**config.mk**
```make
export PLATFORM = sky130hd
export DESIGN_NAME = hazard_ctrl
export DESIGN_NICKNAME = d
export VERILOG_FILES = /design/src/rtl/hazard_ctrl.sv
export SDC_FILE = /design/constraint.sdc
export NUM_CORES = 1
export LEC_CHECK = 0
export ABC_AREA = 1
export CAP_MARGIN = 10
export CORE_MARGIN = 8
export CORE_UTILIZATION = 51
export CTS_BUF_LIST = sky130_fd_sc_hd__clkbuf_8
export CTS_CLUSTER_DIAMETER = 50
export CTS_CLUSTER_SIZE = 20
export DETAILED_ROUTE_END_ITERATION = 10
export PLACE_DENSITY = 0.86
export SLEW_MARGIN = 10
export SYNTH_ARGS = -nofsm -noshare
export SYNTH_HDL_FRONTEND = slang
export SYNTH_SLANG_ARGS = --single-unit
```
**constraint.sdc**
```tcl
create_clock -name clk -period 2.63 [get_ports clk]
set_input_delay 0.526 -clock clk [delete_from_list [all_inputs] [get_ports clk]]
set_output_delay 0.526 -clock clk [all_outputs]
set_load 0.01 [all_outputs]
```
**src/rtl/hazard_ctrl.sv**
```systemverilog
// Decode-stage hazard controller: load-use bubbles, multi-cycle EX stalls and
// taken-branch flushes driving PC, IF/ID and ID/EX buffer controls.
module hazard_ctrl #(
    parameter int unsigned MULDIV_CYCLES   = 4,
    parameter int unsigned BR_FLUSH_CYCLES = 2
) (
    input  logic        clk,
    input  logic        rst,
    input  logic [3:0]  id_rs,
    input  logic [3:0]  id_rt,
    input  logic        id_uses_rt,
    input  logic [3:0]  ex_rd,
    input  logic        ex_mem_read,
    input  logic        branch_taken,
    input  logic        ex_muldiv,
    output logic        pc_write,
    output logic        if_id_write,
    output logic        if_id_flush,
    output logic        id_ex_halt,
    output logic        id_ex_flush,
    output logic [15:0] stall_count
);

    localparam int unsigned CNT_W = 3;
    localparam int unsigned SC_W  = 16;

    typedef enum logic [1:0] {
        RUN      = 2'd0,
        MD_STALL = 2'd1,
        BR_FLUSH = 2'd2
    } state_t;

    state_t           state, state_nxt;
    logic [CNT_W-1:0] cnt, cnt_nxt;
    logic             load_use;

    // R0 is hard-wired zero, so a load targeting it never creates a dependency
    assign load_use = ex_mem_read && (ex_rd != 4'd0) &&
                      ((ex_rd == id_rs) || (id_uses_rt && (ex_rd == id_rt)));

    always_ff @(posedge clk) begin
        if (rst) begin
            state <= RUN;
            cnt   <= '0;
        end else begin
            state <= state_nxt;
            cnt   <= cnt_nxt;
        end
    end

    always_comb begin
        state_nxt   = state;
        cnt_nxt     = cnt;
        pc_write    = 1'b1;
        if_id_write = 1'b1;
        if_id_flush = 1'b0;
        id_ex_halt  = 1'b1;
        id_ex_flush = 1'b1;
        if (rst) begin
            pc_write    = 1'b0;
            if_id_write = 1'b0;
            if_id_flush = 1'b1;
            id_ex_halt  = 1'b0;
            id_ex_flush = 1'b0;
            state_nxt   = RUN;
            cnt_nxt     = '0;
        end else begin
            unique case (state)
                RUN: begin
                    if (branch_taken) begin
                        if_id_flush = 1'b1;
                        id_ex_flush = 1'b0;
                        if (BR_FLUSH_CYCLES > 1) begin
                            cnt_nxt   = CNT_W'(BR_FLUSH_CYCLES - 1);
                            state_nxt = BR_FLUSH;
                        end
                    end else if (ex_muldiv) begin
                        pc_write    = 1'b0;
                        if_id_write = 1'b0;
                        id_ex_halt  = 1'b0;
                        if (MULDIV_CYCLES > 1) begin
                            cnt_nxt   = CNT_W'(MULDIV_CYCLES - 1);
                            state_nxt = MD_STALL;
                        end
                    end else if (load_use) begin
                        pc_write    = 1'b0;
                        if_id_write = 1'b0;
                        id_ex_flush = 1'b0;
                    end
                end
                MD_STALL: begin
                    pc_write    = 1'b0;
                    if_id_write = 1'b0;
                    id_ex_halt  = 1'b0;
                    cnt_nxt     = cnt - CNT_W'(1);
                    if (cnt == CNT_W'(1)) state_nxt = RUN;
                end
                BR_FLUSH: begin
                    id_ex_flush = 1'b0;
                    cnt_nxt     = cnt - CNT_W'(1);
                    if (cnt == CNT_W'(1)) state_nxt = RUN;
                end
                default: begin
                    state_nxt = RUN;
                    cnt_nxt   = '0;
                end
            endcase
        end
    end

    // Saturating count of frozen-PC cycles
    always_ff @(posedge clk) begin
        if (rst) begin
            stall_count <= '0;
        end else if (!pc_write && (stall_count != {SC_W{1'b1}})) begin
            stall_count <= stall_count + SC_W'(1);
        end
    end

endmodule

```
==> flow_summary.json <==
{
  "cts_root_buffer": "clkbuf_8",
  "crit_path_frequent_cell": "clkdlybuf4s50_1",
  "netSwitchingFraction": 0.297,
  "numPortBuffers": 38,
  "synth.top_cells.by_area": "dfxtp_1 27%, nand2_1 14%, nand3_1 8.4%",
  "worst_setup_path_end_kind": "output port",
  "routed_via_density": 5.07,
  "comb_power_share": 0.286,
  "first_global_vias": 1501,
  "postSynthCellCount": 227,
  "final_layout_size_suffix_gt1_frac": 0.144,
  "worst-path-buf-inv": 4,
  "synth_area_per_cell_um2": 6.79,
  "worstHoldPathType": "reg -> reg",
  "syn-num-nets": 252,
  "cts_tree": "done",
  "setup_tns_ns": 0,
  "worstPathCellList": "clkdlybuf4s50_1 > inv_1 > nor2_2 > a211oi_4 > buf_4 > clkdlybuf4s50_1",
  "die_h_um": 71.0,
  "antenna_found_initial": 0,
  "crit_family": "buffers and inverters",
  "slew-limit-headroom": 0.799,
  "grt_use_met3": 0.0240,
  "finClkSkew_ns": 0.00606,
  "worstPathRequired_ns": 2.10,
  "p_per_area_mw_per_mm2": 382,
  "die-area_mm2": 0.00504,
  "pwr-share-clk": 0.266,
  "timing.final.crit_share": 0.957,
  "ys_seq_area_frac": 0.273,
  "ctsHtreeMaxLevel": 1,
  "status": "finished, final reports clean",
  "timing.final.hold_violations": 0,
  "worst_pin_slew_ns": 0.298,
  "cts.path.max_buffers": 2,
  "worstPathMaxFanout": 2,
  "rsz0062_at_grt": "false",
  "hold_buffers": 0,
  "slowest_delay_ns": 0.52,
  "grt_usage": 0.148,
  "synth_area_mm2": 0.00154,
  "busiest_layer": "met2",
  "drv_cap": 0,
  "drcViolationCount": 0,
  "fin_nets": 296,
  "path_clk_slew_ns": 0.08,
  "grt_pass1_wl_mm": 6.27,
  "initial_core_util": 0.522,
  "final_util": 0.687,
  "via_count": 1537,
  "max_freq_mhz": 398,
  "die_x_um": 71.0,
  "dr.pass1.iters": 4,
  "synth-main-ff-cell": "dfxtp_1",
  "drtIter0Drc": 59,
  "slew_viol_final": 0,
  "synthDominantAreaCellType": "dfxtp_1",
  "final_area_mm2": 0.00203,
  "ir_drop_uv": 310,
  "grt-ovfl-total": 0,
  "rows": 20,
  "clk_latency_ns": 0.26,
  "place_congestion": 0.873,
  "crit_slowest_cell": "clkdlybuf4s50_1",
  "fill_cells": 239,
  "hpwl_mm": 2.73,
  "synthToLayoutAreaGrowth_pct": 31.6,
  "period_minus_slack_ns": 2.52,
  "synth_warnings": 0,
  "dpl_cell_area_mm2": 0.00196,
  "cts_made_buffers": 3,
  "sequentialPowerShare": 0.448,
  "drtAntennaViolNets": 0,
  "start_kind": "primary input",
  "worstSetupPathType": "in -> out",
  "ios": 39,
  "p_leak_uw": 0.000901,
  "wl_mm": 3.69,
  "coreArea_mm2": 0.00295,
  "postSynth.asyncResetShare": 0,
  "grt_max_degree": 21,
  "final_cell_mix": "56 x nand2_1, 33 x clkdlybuf4s50_1, 28 x inv_1",
  "final_common_cell": "nand2_1",
  "power.switching_uw": 230,
  "synth_cell_type_count": 31,
  "cts_num_sinks": 21,
  "ys_ff_latch": 21,
  "grt_use_met2": 0.267,
  "synth-edff-count": 0,
  "wl_per_cell_um": 12.2,
  "power.internal_uw": 545,
  "setup_viol": 0,
  "synth_top_area_frac": 0.273,
  "antenna_cells": 0,
  "met1_usage": 0.170,
  "arrival_ns": 1.99
}
-- path summary, 6_finish.rpt --
path                                start             end  slack [ns]  depth (start not counted)
worst min register to register     cnt[1]          cnt[1]        0.47                          2
worst max register to register   state[0]  stall_count[5]        0.70                         13
worst min-delay path               cnt[1]          cnt[1]        0.47                          2
worst max-delay path            ex_muldiv      id_ex_halt        0.11                          6
-- cell type report --
| cell class | count | area (um2) | share of cell area |
|---|---|---|---|
| multi-input combinational | 164 | 948 | 0.468 |
| timing repair buffer | 46 | 438 | 0.216 |
| sequential | 21 | 423 | 0.209 |
| inverter | 35 | 131 | 0.0648 |
| clock buffer | 3 | 41.3 | 0.0204 |
| tap | 33 | 41.3 | 0.0204 |
| clock inverter | 1 | 5.00 | 0.00247 |
-- logic make-up after synthesis --
| kind of cell | after synthesis | synth area share |
|---|---|---|
| buffers and inverters | 42 | 0.114 |
| flip-flops | 21 | 0.273 |
| AND/OR/NAND/NOR | 112 | 0.349 |
| adder cells (fa/ha/maj) | 7 | 0.0568 |
| XOR/XNOR | 15 | 0.0852 |
| AO/OA/AOI/OAI | 30 | 0.123 |
-- registers in the layout, indices dropped and copies added (netlist names) --
signal       count
state            2
stall_count     16
cnt              3
-- power groups by stage --
| stage | Clock, uW | Sequential (uW) | Combinational [uW] |
|---|---|---|---|
| final | 206 | 347 | 222 |
| after detailed placement | 0 | 354 | 219 |
| after floorplan | 0 | 353 | 131 |
| after global routing | 223 | 350 | 249 |
| after global placement | 0 | 354 | 214 |
| after CTS | 213 | 347 | 215 |
-- tightest hold or removal path: stages, from the launching register on --
cell and delay, ns:
dfxtp_1 0.32, nand2_1 0.06, a21oi_1 0.05
-- through the flow --
step	cells	hold slack [ns]	total power (uW)	worst slack, ns
final	303	0.472	776	0.114
after CTS	301	0.477	776	0.0134
after floorplan	227	0.444	485	0.401
after global placement	297	0.453	568	-0.0377
after global routing	303	0.504	822	0.00538
after detailed placement	297	0.466	573	-0.0730
-- synthesized netlist by cell type (all sizes together) (2+ instances only) --
cell and number:
buf 5, nor2 18, xor2 12, xnor2 3
clkbuf 2, nand2 59, nor3 4, ha 7
a21oi 22, o21ai 4, nand4 4, inv 35
nand3 26, dfxtp 21
-- layer usage --
layer  share of wire  up-vias
li1                -      805
met1            0.47      685
met2            0.48       45
met3           0.045        2
met4          0.0081        0
met5               0        -
-- timing repair --
action	4_1_cts	5_1_grt
gates cloned	0	0
pin swaps	0	1
setup buffers	0	2
setup endpoints to repair	4	3
gates resized for setup	6	2
Note: power is estimated with default switching activity, not from simulation.
